$ cat config.mk
export PLATFORM = sky130hd
export DESIGN_NAME = smvm_stream_tx_flat
export DESIGN_NICKNAME = d
export VERILOG_FILES = /design/src/rtl/smvm_stream_tx_if.sv /design/src/rtl/smvm_stream_tx.sv /design/src/flat_wrapper.sv
export SDC_FILE = /design/constraint.sdc
export NUM_CORES = 1
export LEC_CHECK = 0
export ABC_AREA = 1
export BUFFER_PORTS_ARGS = -buffer_cell sky130_fd_sc_hd__buf_4
export CAP_MARGIN = 25
export CELL_PAD_IN_SITES_DETAIL_PLACEMENT = 1
export CELL_PAD_IN_SITES_GLOBAL_PLACEMENT = 1
export CORE_UTILIZATION = 45
export DETAILED_ROUTE_END_ITERATION = 7
export PLACE_DENSITY_LB_ADDON = 0.1
export SLEW_MARGIN = 30
export SYNTH_ARGS = -nofsm -noshare
export SYNTH_HDL_FRONTEND = slang
export SYNTH_SLANG_ARGS = --single-unit
$ cat constraint.sdc
create_clock -name clk -period 8.7 [get_ports clk]
set_clock_uncertainty 0.2 [all_clocks]
set_input_delay 0.435 -clock clk [delete_from_list [all_inputs] [get_ports clk]]
set_output_delay 0.435 -clock clk [all_outputs]
set_load 0.02 [all_outputs]
$ cat src/rtl/smvm_stream_tx_if.sv
// Stream interface for smvm_stream_tx.
// Groups the source beat handshake (s_valid/s_data/s_ready) and the SMVM
// output stream (val_out/col_out/ipv_out).
//   master : host side, drives source beats, observes s_ready and the stream
//   slave  : transmitter side, accepts beats and drives the stream
interface smvm_stream_tx_if;
  logic       s_valid;
  logic [7:0] s_data;
  logic       s_ready;
  logic [7:0] val_out;
  logic [2:0] col_out;
  logic       ipv_out;

  modport master (output s_valid, s_data,
                  input  s_ready, val_out, col_out, ipv_out);
  modport slave  (input  s_valid, s_data,
                  output s_ready, val_out, col_out, ipv_out);
endinterface

$ cat src/rtl/smvm_stream_tx.sv
// SMVM input stream transmitter.
// Captures a shape and dense vector, compresses a dense row-major matrix
// into a nonzero buffer, then replays header, vector and nonzeros as one
// gap-free stream ending with an all-zero terminator cycle.
// Ports:
//   clk, rst_n        clock, async active-low reset
//   start             one-cycle request, samples rows_in/cols_in
//   rows_in, cols_in  matrix shape (rows 1..255, cols 1..MAX_COLS)
//   bus (slave)       source beats in, val/col/ipv stream out
//   busy              high outside IDLE
//   done              pulse on the terminator cycle
//   err               sticky error, cleared by the next accepted start
//   empty_rows        all-zero rows in the last matrix (saturating)
//
// state    | meaning
// IDLE     | waiting for start
// LOAD_VEC | accepting cols vector elements
// LOAD_MAT | accepting rows*cols matrix elements, pushing nonzeros
// DRAIN    | buffer overflowed; discarding remaining matrix beats
// TX_HDR   | sending (rows, cols)
// TX_VEC   | sending vector elements
// TX_VAL   | sending nonzero value with first-in-row flag
// TX_COL   | sending column index of that nonzero, pop
// TX_END   | terminator cycle, done pulse
module smvm_stream_tx #(
  parameter int NNZ_MAX  = 64,
  parameter int MAX_COLS = 7
) (
  input  logic                  clk,
  input  logic                  rst_n,
  input  logic                  start,
  input  logic [7:0]            rows_in,
  input  logic [2:0]            cols_in,
  smvm_stream_tx_if.slave       bus,
  output logic                  busy,
  output logic                  done,
  output logic                  err,
  output logic [7:0]            empty_rows
);

  localparam int PW = $clog2(NNZ_MAX + 1);
  localparam int AW = (NNZ_MAX > 1) ? $clog2(NNZ_MAX) : 1;

  typedef enum logic [3:0] {
    IDLE, LOAD_VEC, LOAD_MAT, DRAIN, TX_HDR, TX_VEC, TX_VAL, TX_COL, TX_END
  } state_t;

  state_t          state_q, state_d;
  logic [7:0]      rows_q, rows_d;
  logic [2:0]      cols_q, cols_d;
  // Sized to the full 3-bit index range so any idx value is in bounds.
  logic [7:0]      vec_q [8];
  logic [7:0]      vec_d [8];
  logic [2:0]      idx_q, idx_d;
  logic [2:0]      col_q, col_d;
  logic [10:0]     beats_q, beats_d;
  logic            row_nz_q, row_nz_d;
  logic [PW-1:0]   wr_ptr_q, wr_ptr_d;
  logic [PW-1:0]   rd_ptr_q, rd_ptr_d;
  logic            err_q, err_d;
  logic [7:0]      empty_q, empty_d;

  // Entry layout: {val[7:0], col[2:0], first}
  logic [11:0]     mem_q [NNZ_MAX];
  logic            push;
  logic [11:0]     push_data;
  logic [11:0]     rd_entry;

  logic            beat;
  logic            last_beat;
  logic            row_end;
  logic            nz;
  logic            full;
  logic [PW-1:0]   rd_next;

  assign beat      = bus.s_valid & bus.s_ready;
  assign last_beat = (beats_q == 11'd1);
  assign row_end   = (col_q == cols_q - 3'd1);
  assign nz        = (bus.s_data != 8'd0);
  assign full      = (wr_ptr_q == PW'(NNZ_MAX));
  assign rd_next   = rd_ptr_q + PW'(1);
  assign rd_entry  = mem_q[rd_ptr_q[AW-1:0]];

  always_comb begin
    state_d   = state_q;
    rows_d    = rows_q;
    cols_d    = cols_q;
    vec_d     = vec_q;
    idx_d     = idx_q;
    col_d     = col_q;
    beats_d   = beats_q;
    row_nz_d  = row_nz_q;
    wr_ptr_d  = wr_ptr_q;
    rd_ptr_d  = rd_ptr_q;
    err_d     = err_q;
    empty_d   = empty_q;
    push      = 1'b0;
    push_data = {bus.s_data, col_q, ~row_nz_q};

    unique case (state_q)
      IDLE: begin
        if (start) begin
          if ((rows_in != 8'd0) && (cols_in != 3'd0) && (cols_in <= 3'(MAX_COLS))) begin
            rows_d   = rows_in;
            cols_d   = cols_in;
            err_d    = 1'b0;
            empty_d  = 8'd0;
            wr_ptr_d = '0;
            rd_ptr_d = '0;
            idx_d    = 3'd0;
            state_d  = LOAD_VEC;
          end else begin
            err_d = 1'b1;
          end
        end
      end

      LOAD_VEC: begin
        if (beat) begin
          vec_d[idx_q] = bus.s_data;
          if (idx_q == cols_q - 3'd1) begin
            idx_d    = 3'd0;
            col_d    = 3'd0;
            row_nz_d = 1'b0;
            beats_d  = 11'(rows_q) * 11'(cols_q);
            state_d  = LOAD_MAT;
          end else begin
            idx_d = idx_q + 3'd1;
          end
        end
      end

      LOAD_MAT: begin
        if (beat) begin
          beats_d  = beats_q - 11'd1;
          col_d    = row_end ? 3'd0 : col_q + 3'd1;
          row_nz_d = row_end ? 1'b0 : (row_nz_q | nz);
          if (nz && full) begin
            // Overflow on the final beat leaves nothing to drain.
            err_d   = 1'b1;
            state_d = last_beat ? IDLE : DRAIN;
          end else begin
            if (nz) begin
              push     = 1'b1;
              wr_ptr_d = wr_ptr_q + PW'(1);
            end else if (row_end && !row_nz_q && (empty_q != 8'hFF)) begin
              empty_d = empty_q + 8'd1;
            end
            if (last_beat) state_d = TX_HDR;
          end
        end
      end

      DRAIN: begin
        if (beat) begin
          beats_d = beats_q - 11'd1;
          if (last_beat) state_d = IDLE;
        end
      end

      TX_HDR: begin
        idx_d   = 3'd0;
        state_d = TX_VEC;
      end

      TX_VEC: begin
        if (idx_q == cols_q - 3'd1) begin
          idx_d   = 3'd0;
          state_d = (wr_ptr_q == '0) ? TX_END : TX_VAL;
        end else begin
          idx_d = idx_q + 3'd1;
        end
      end

      TX_VAL: state_d = TX_COL;

      TX_COL: begin
        rd_ptr_d = rd_next;
        state_d  = (rd_next < wr_ptr_q) ? TX_VAL : TX_END;
      end

      TX_END: state_d = IDLE;

      default: state_d = IDLE;
    endcase
  end

  always_ff @(posedge clk or negedge rst_n) begin
    if (!rst_n) begin
      state_q  <= IDLE;
      rows_q   <= 8'd0;
      cols_q   <= 3'd0;
      for (int i = 0; i < 8; i++) vec_q[i] <= 8'd0;
      idx_q    <= 3'd0;
      col_q    <= 3'd0;
      beats_q  <= 11'd0;
      row_nz_q <= 1'b0;
      wr_ptr_q <= '0;
      rd_ptr_q <= '0;
      err_q    <= 1'b0;
      empty_q  <= 8'd0;
    end else begin
      state_q  <= state_d;
      rows_q   <= rows_d;
      cols_q   <= cols_d;
      vec_q    <= vec_d;
      idx_q    <= idx_d;
      col_q    <= col_d;
      beats_q  <= beats_d;
      row_nz_q <= row_nz_d;
      wr_ptr_q <= wr_ptr_d;
      rd_ptr_q <= rd_ptr_d;
      err_q    <= err_d;
      empty_q  <= empty_d;
    end
  end

  // Buffer storage needs no reset: entries are only read below wr_ptr.
  always_ff @(posedge clk) begin
    if (push) mem_q[wr_ptr_q[AW-1:0]] <= push_data;
  end

  // Outputs decode straight from state so an async reset zeroes them at once.
  logic [7:0] val_o;
  logic [2:0] col_o;
  logic       ipv_o;

  always_comb begin
    val_o = 8'd0;
    col_o = 3'd0;
    ipv_o = 1'b0;
    unique case (state_q)
      TX_HDR: begin
        val_o = rows_q;
        col_o = cols_q;
      end
      TX_VEC: val_o = vec_q[idx_q];
      TX_VAL: begin
        val_o = rd_entry[11:4];
        ipv_o = rd_entry[0];
      end
      TX_COL: col_o = rd_entry[3:1];
      default: ;
    endcase
  end

  assign bus.val_out = val_o;
  assign bus.col_out = col_o;
  assign bus.ipv_out = ipv_o;
  assign bus.s_ready = (state_q == LOAD_VEC) || (state_q == LOAD_MAT) || (state_q == DRAIN);
  assign busy        = (state_q != IDLE);
  assign done        = (state_q == TX_END);
  assign err         = err_q;
  assign empty_rows  = empty_q;

endmodule

$ cat src/flat_wrapper.sv
// flat-port wrapper written by rule: the top's interface ports become plain ports
module smvm_stream_tx_flat 
#(
  parameter int NNZ_MAX  = 64,
  parameter int MAX_COLS = 7
)
  (clk, rst_n, start, rows_in, cols_in, busy, done, err, empty_rows, bus_s_valid, bus_s_data, bus_s_ready, bus_val_out, bus_col_out, bus_ipv_out);
  smvm_stream_tx_if bus_i ();
  input  logic clk;
  input  logic rst_n;
  input  logic start;
  input  logic [7:0] rows_in;
  input  logic [2:0] cols_in;
  output logic busy;
  output logic done;
  output logic err;
  output logic [7:0] empty_rows;
  input wire logic [$bits(bus_i.s_valid)-1:0] bus_s_valid;
  input wire logic [$bits(bus_i.s_data)-1:0] bus_s_data;
  output wire logic [$bits(bus_i.s_ready)-1:0] bus_s_ready;
  output wire logic [$bits(bus_i.val_out)-1:0] bus_val_out;
  output wire logic [$bits(bus_i.col_out)-1:0] bus_col_out;
  output wire logic [$bits(bus_i.ipv_out)-1:0] bus_ipv_out;
  assign bus_i.s_valid = bus_s_valid;
  assign bus_i.s_data = bus_s_data;
  assign bus_s_ready = bus_i.s_ready;
  assign bus_val_out = bus_i.val_out;
  assign bus_col_out = bus_i.col_out;
  assign bus_ipv_out = bus_i.ipv_out;
  smvm_stream_tx #(.NNZ_MAX(NNZ_MAX), .MAX_COLS(MAX_COLS)) u_core (.clk(clk), .rst_n(rst_n), .start(start), .rows_in(rows_in), .cols_in(cols_in), .bus(bus_i), .busy(busy), .done(done), .err(err), .empty_rows(empty_rows));
endmodule
==> summary.txt, run 1 <==
Outcome
  • Status: complete, no violations

Finish
  • Proportion of layout cells with a drive suffix above 1: under 10%
  • Post-Layout Inst Area: 0.04303 mm²
  • Antenna Cells: 0
  • Layout overhead on the synthesized area: 12.88%
  • Final Net Count: 3643

STA
  • Fin. Hold Viols: 0
  • Worst slew pin tran: between 900 and 1000 ps
  • Max-slew violation count: 0
  • Setup violations, final: 0
  • Unrepaired setup endpoints after global routing: no
  • Fin crit share: 60.03%
  • Max-slew headroom: 33.37%
  • Max Freq: between 150 and 200 MHz
  • Setup tns final: 0 ps
  • Final min period: roughly 5200 ps

Synth
  • Total of warnings raised by yosys: 0
  • Sequential area share after synthesis: 68.38%
  • Top cells by area, synth: edfxtp_1, nand2_1, dfrtp_1, nand3_1, a21oi_1
  • Mean area per synthesized cell: 10.77 µm²
  • Mapped Cells: between 3000 and 4000
  • Post-Syn Area: roughly 0.038 mm²
  • #FFs+latches synth: between 800 and 900
  • Syn nets: 3595
  • Synth area leader: edfxtp_1
  • Synth top area share: approximately three fifths
  • Distinct cells, synth: 47

Detailed routing
  • Antenna-violating nets left: 0
  • Routed WL: approximately 120000 µm
  • Routed vias/inst: roughly 5.6
  • Initial drt markers: between 2000 and 2500
  • Vias: between 20000 and 30000
  • Drt drc: 0
  • Drt wl/cell: about 24 µm
  • Drt pass-1 iters: 5

Critical path
  • Worst-path fanout max: 49
  • Endpoint class of the critical path: primary output
  • Arr. time, crit path: between 4000 and 5000 ps
  • Startpoint Class: flop
  • Reg2Reg Capture Point: u_core.state_q[1]
  • Reg2reg path depth: 15
  • Reg-to-reg slack, setup: ~4600 ps
  • Reg2reg start: u_core.rd_ptr_q[0]
  • Worst EP required: approximately 8100 ps
  • CP Class: reg -> out

Worst hold path
  • Hold path depth: 1
  • Hold Path End: u_core.mem_q[6][5]
  • Worst Hold Class: in -> reg
  • Hold Startpoint: bus_s_data[1]

Placed design
  • Placed instance area: around 0.04 mm²
  • HPWL Detailed: between 70000 and 80000 µm
  • IO buf count: between 40 and 50
  • Final Wtd Congestion: approximately 0.89

Floorplan
  • Core Region: ~0.084 mm²
  • Die footprint: 0.08587 mm²
  • I/O pin total: 47
  • Die X: 293.0 µm
  • Die Ht: just under 300 µm
  • Initial core utilization: 45.55%
  • Row cnt: roughly 110

Clock tree
  • Hold Buf Count CTS: 14
  • CTS Root Cell: clkbuf_16
  • Post-CTS setup buffers: 0
  • Clk_lat worst skew: roughly 650 ps
  • CTS tree: yes
  • H-tree lvl count: 3
  • Clock transition at the registers of the reported paths: around 60 ps
  • Num CTS Buffers: 96
  • CTS resizes: 0
  • Clock Sinks: between 800 and 900
  • CTS Buffer Depth: 3

Power and ir drop
  • Power Total: between 10 and 15 mW
  • Worst vdd ir: approximately 0.18 mV
  • Pleak: approximately 16 nW
  • Pwr Density: around 270 mW/mm²

Global routing
  • Initial antenna violation count: 5
  • Global-route wire length before repair: between 150000 and 200000 µm
  • Vias in the first global route: approximately 28000
  • GRT Util Overall: approximately 27%
  • Global route overflow: 0
  • Pin count of the biggest net entering global routing: around 160

Run
  • Maxcap violations: 0
worst max-delay path by stage:
stage                        end  cells after the start               start
2_1_floorplan  u_core.beats_q[8]                     12    u_core.cols_q[0]
3_5_place_dp      bus_col_out[0]                     15  u_core.rd_ptr_q[2]
3_3_place_gp      bus_col_out[0]                     15  u_core.rd_ptr_q[2]
5_1_grt           bus_col_out[0]                     15  u_core.rd_ptr_q[2]
4_1_cts           bus_col_out[0]                     15  u_core.rd_ptr_q[2]
6_report          bus_col_out[0]                     15  u_core.rd_ptr_q[2]
critical path, cell delays in order (launching register included):
cell and delay, ps:
dfrtp_1 420, clkinv_2 770, nor2_4 280, buf_4 580, buf_4 620, nand2_1 110, nand2_1 90, inv_1 40
nand2_1 50, nand2_1 70, nand2_1 90, nand2_1 100, nand3_1 110, nand3_1 230, nand2_1 160, buf_4 150
report_power, final:
group	leakage [nW]	internal, mW	total, mW	switching (mW)
Sequential	8.55	4.88	5.04	0.161
Combinational	6.42	0.607	2.30	1.69
Clock	1.53	2.40	4.10	1.70
Total	16.5	7.88	11.4	3.56
logic make-up after synthesis:
kind of cell | after synthesis | synth area share (%)
compound gates | 345 | 5.301
flops | 888 | 68.38
buf+inv | 325 | 3.470
mux | 1 | 0.02626
xor+xnor | 28 | 0.6434
simple gates | 1921 | 20.99
fa+ha+maj | 32 | 1.188
cells in the final DEF (no fill, tap or decap), types with 4 or more instances in the layout:
| cell type | n |
|---|---|
| a21boi_0 | 35 |
| a21oi_1 | 109 |
| a22oi_1 | 15 |
| buf_4 | 110 |
| bufinv_16 | 9 |
| clkbuf_1 | 24 |
| clkbuf_16 | 98 |
| clkbuf_8 | 8 |
| clkinv_1 | 21 |
| clkinv_2 | 19 |
| clkinvlp_4 | 4 |
| dfrtp_1 | 114 |
| dfrtp_2 | 4 |
| dlygate4sd3_1 | 14 |
| edfxtp_1 | 768 |
| fa_1 | 7 |
| ha_1 | 25 |
| inv_1 | 123 |
| inv_2 | 15 |
| nand2_1 | 1304 |
| nand3_1 | 414 |
| nand3_2 | 8 |
| nand4_1 | 27 |
| nor2_1 | 94 |
| nor2_2 | 32 |
| nor2_4 | 8 |
| nor3_1 | 15 |
| o211ai_1 | 34 |
| o21a_1 | 4 |
| o21ai_0 | 40 |
| o21ai_1 | 79 |
| o21ai_2 | 6 |
| o22ai_1 | 16 |
| or2_2 | 4 |
| xnor2_1 | 7 |
| xor2_1 | 21 |
layer usage:
metal / GRT usage, % / wire length (µm) / part of all wire [%] / vias up
li1: - / - / - / 12262
met1: 36.59 / 49650 / 42 / 13778
met2: 45.97 / 57280 / 49 / 803
met3: 4.009 / 6678 / 5.7 / 185
met4: 9.296 / 3507 / 3.0 / 2
met5: 0 / 11 / 0.0094 / -
sequential cells by signal, indices dropped and copies added, names as in the netlist:
| register | count |
|---|---|
| u_core.mem_q | 768 |
| u_core.vec_q | 64 |
| u_core.beats_q | 11 |
| u_core.empty_rows | 8 |
| u_core.rows_q | 8 |
| u_core.rd_ptr_q | 7 |
| u_core.wr_ptr_q | 7 |
| u_core.state_q | 4 |
| u_core.col_q | 3 |
| u_core.cols_q | 3 |
| u_core.idx_q | 3 |
| u_core.err | 1 |
| u_core.row_nz_q | 1 |
cell type report:
class / instances / area, µm²
clock buffers: 130 / 2653
clock inverters: 49 / 483.0
fillers: 8896 / 40660
inverters: 147 / 568.0
multi-input cells: 2327 / 10810
flip-flops and latches: 888 / 26080
well taps: 1134 / 1419
repair buffers: 128 / 1020
stage by stage:
step,std cells,hold WS (ps),utilization [%],setup WS (ps)
final,4803,82.03,51.41,3477
after global routing,4803,76.41,51.41,3264
after CTS,4802,59.35,51.37,3469
after detailed placement,4609,279.5,47.45,4180
after global placement,4609,269.9,47.38,4225
after floorplan,3540,-60.59,-,5842
synthesized netlist by cell type, drive strengths merged:
master,instances
a21boi,36
a21o,1
a21oi,109
a22oi,15
a31oi,1
and2,1
and3,1
buf,99
clkbuf,79
clkinv,5
dfrtp,120
edfxtp,768
fa,7
ha,25
inv,142
mux2i,1
nand2,1308
nand3,422
nand4,28
nor2,134
nor3,18
nor3b,2
nor4,2
o211ai,34
o21a,4
o21ai,125
o21bai,1
o22ai,16
o2bb2ai,3
or2,5
xnor2,7
xor2,21
Power figures use the tool's default switching activity.
==> inputs of run 2 (changes only) <==
- ABC_AREA: 1 -> 0
- clock period: 8.7 -> 4.4 ns (I/O delays scaled with it)
==> summary.txt, run 2 <==
Run
  • Maxcap violations: 0 (unchanged)

Synth
  • Distinct cells, synth: 69 (+47%)
  • Mapped Cells: 2059 (-42%)
  • Mean area per synthesized cell: 17.89 µm² (+66%)
  • Most common cell in the synthesized netlist: edfxtp_1
  • Total of warnings raised by yosys: 0 (unchanged)
  • Top cells by area, synth: edfxtp_1, mux4_2, dfrtp_1, mux2_2, mux2i_1
  • Post-Syn Area: 0.03684 mm² (-3.4%)
  • Synth top area share: 62.61% (+2.1 points)
  • Syn nets: 2114 (-41%)
  • Synth async-reset ratio: 13.51% (unchanged)
  • Post-synth EDFFs: 768 (unchanged)
  • Most frequent cells after synthesis: edfxtp_1, mux4_2, nor2_1
  • Sequential area share after synthesis: 70.76% (+2.4 points)
  • Synth Flop Type: edfxtp_1
  • #FFs+latches synth: 888 (unchanged)
  • Synth area leader: edfxtp_1

Floorplan
  • Initial core utilization: 45.58% (about the same)
  • Die footprint: 0.08300 mm² (-3.3%)
  • Die Ht: 288.1 µm (-1.7%)
  • Core Region: 0.08081 mm² (-3.4%)
  • Die X: 288.1 µm (-1.7%)
  • Row cnt: 104 (-1.9%)
  • I/O pin total: 47 (unchanged)

STA
  • Fin. Hold Viols: 0 (unchanged)
  • Max-slew violation count: 0 (unchanged)
  • Final min period: roughly 4300 ps
  • Max-slew headroom: 34.31% (+0.94 points)
  • Worst slew pin tran: 985.3 ps (-13.02 ps)
  • Max Freq: about 230 MHz
  • Setup violations, final: 0 (unchanged)
  • Fin crit share: between 90% and 100%
  • Setup tns final: 0 ps (unchanged)
  • Unrepaired setup endpoints after global routing: no

Global routing
  • GRT Util Overall: 25.16% (-2.3 points)
  • Pin count of the biggest net entering global routing: 73 (-54%)
  • Global-route wire length before repair: 149500 µm (-15%)
  • Vias in the first global route: 21032 (-25%)
  • Global route overflow: 0 (unchanged)
  • Initial antenna violation count: 3 (-2)

Power and ir drop
  • Pleak: 14.62 nW (-11%)
  • Worst vdd ir: 0.3273 mV (+84%)
  • Pwr Density: 584.4 mW/mm² (+120%)
  • Power Total: 24.72 mW (+120%)

Clock tree
  • H-tree lvl count: 3 (unchanged)
  • CTS Buffer Depth: 3 (unchanged)
  • Clock Sinks: 888 (unchanged)
  • Num CTS Buffers: 94 (-2.1%)
  • Clock transition at the registers of the reported paths: 60 ps (about the same)
  • Clk_lat worst skew: 640 ps (about the same)
  • CTS Root Cell: clkbuf_16
  • CTS tree: yes

Detailed routing
  • Vias: 20293 (-25%)
  • Antenna-violating nets left: 0 (unchanged)
  • Drt drc: 18 (+18)
  • Routed vias/inst: 6.000 (+6.6%)
  • DR top layer: met5
  • Initial drt markers: 1793 (-18%)
  • Routed met1 length: 45750 µm (-7.9%)
  • Met2 WL: 48860 µm (-15%)
  • Drt pass-1 iters: 8 (+3)
  • DR WL met3: 6005 µm (-10%)
  • Routed WL: 102900 µm (-12%)
  • Drt wl/cell: 30.44 µm (+25%)

Worst hold path
  • Worst Hold Class: in -> reg
  • Hold path depth: 5 (+4)

Placed design
  • Final Wtd Congestion: 0.8642 (-2.6%)
  • IO buf count: 46 (unchanged)
  • HPWL Detailed: 66140 µm (-6.5%)

Critical path
  • Worst EP required: 3980 ps (-4090 ps)
  • Crit-path slowest cell: dfrtp_4
  • Reg2reg path depth: 7 (-8)
  • Startpoint Class: flop
  • Endpoint class of the critical path: primary output
  • Max stage delay on crit path: 730 ps (-40 ps)
  • Arr. time, crit path: 3870 ps (-720 ps)
  • Worst-path fanout max: 32 (-35%)
  • CP cell instances: buf_12 -> nand2_1 -> o221ai_1 -> a211oi_1 -> o41ai_2 -> buf_4
  • CP Class: reg -> out

Finish
  • Final Net Count: 2299 (-37%)
  • Most common cell after layout, fill and taps aside: edfxtp_1
  • Max reg flops: 768 (unchanged)
  • Layout filler cell count: 7365 (-17%)
  • Commonest non-fill, non-tap cells in the layout: edfxtp_1, buf_4, mux4_2
  • Proportion of layout cells with a drive suffix above 1: 25.00% (+16 points)
  • FF+latch area: 0.02608 mm² (unchanged)
  • Footprint of the multi-input gates: 0.01007 mm² (-6.8%)
  • Layout overhead on the synthesized area: 14.83%

Outcome
  • Status: complete, but fails checks
  • Failing checks: DRC
==> run 2: repair_timing <==
item	in CTS	in global routing
endpoints found under the hold margin	113	0
endpoints found under the setup margin	4	2
hold buffers	17	0
buffers inserted	0	0
resized for setup	7	2
==> run 2: path summary, 6_finish.rpt <==
check                                   start             endpoint  slack [ps]
max                        u_core.rd_ptr_q[1]       bus_val_out[4]         110
min                             bus_s_data[5]      u_core.row_nz_q          40
max reg2reg                 u_core.state_q[3]  u_core.mem_q[14][3]         760
min reg2reg                   u_core.vec_q[6]      u_core.vec_q[6]         300
max in group asynchronous               rst_n     u_core.vec_q[29]        3020
min in group asynchronous               rst_n     u_core.rows_q[1]         450
==> run 2: where the power goes <==
group / total, mW / internal (mW) / switching [mW]
clock: 7.93 / 4.67 / 3.26
sequential: 10.1 / 9.63 / 0.448
combinational: 6.71 / 2.72 / 3.99
==> run 2: kinds of logic (layout without fill, tap and decap cells) <==
| family | Yosys count | in the layout | share of synthesized area [%] |
|---|---|---|---|
| other cells | 0 | 2 | 0 |
| fa+ha+maj | 32 | 32 | 1.230 |
| compound gates | 238 | 238 | 4.562 |
| simple gates | 399 | 399 | 5.027 |
| buf+inv | 139 | 400 | 2.079 |
| mux | 336 | 336 | 15.62 |
| flops | 888 | 888 | 70.76 |
| xor+xnor | 27 | 27 | 0.7201 |
==> run 2: routing by layer <==
| metal | GRT usage (%) | vias to the layer above |
|---|---|---|
| li1 | - | 8640 |
| met1 | 36.31 | 10950 |
| met2 | 39.85 | 571 |
| met3 | 4.271 | 130 |
| met4 | 6.508 | 2 |
| met5 | 0 | - |
==> run 2: final cells by class <==
class                   count  share of cell area (%)
flip-flops and latches    888                   61.65
inverters                  34                  0.3017
clock buffers             115                   5.993
repair buffers            194                   3.831
diodes                      2                 0.01183
clock inverters            57                   1.272
well taps                1060                   3.136
multi-input cells        1032                   23.80
==> run 2: worst max-delay path, delay by kind of cell (launching register included) <==
| kind | cells | cell delay [ps] |
|---|---|---|
| buffers and inverters | 2 | 570 |
| and+or+nand+nor | 1 | 480 |
| DFF | 1 | 730 |
| AOI/OAI and AO/OA | 3 | 1400 |
==> run 2: per-stage QoR <==
| step | cells | instance area (µm²) | util (%) | setup WS (ps) | hold slack (ps) |
|---|---|---|---|---|---|
| after global placement | 3190 | 38960 | 48.21 | 209.0 | 228.1 |
| after CTS | 3380 | 42280 | 52.32 | 4.651 | 5.753 |
| after detailed placement | 3191 | 38990 | 48.25 | 312.9 | 48.26 |
| after floorplan | 2059 | 36840 | - | 1196 | -275.6 |
| final | 3382 | 42300 | 52.34 | 114.2 | 38.99 |
| after global routing | 3381 | 42290 | 52.34 | 1.513 | 61.19 |
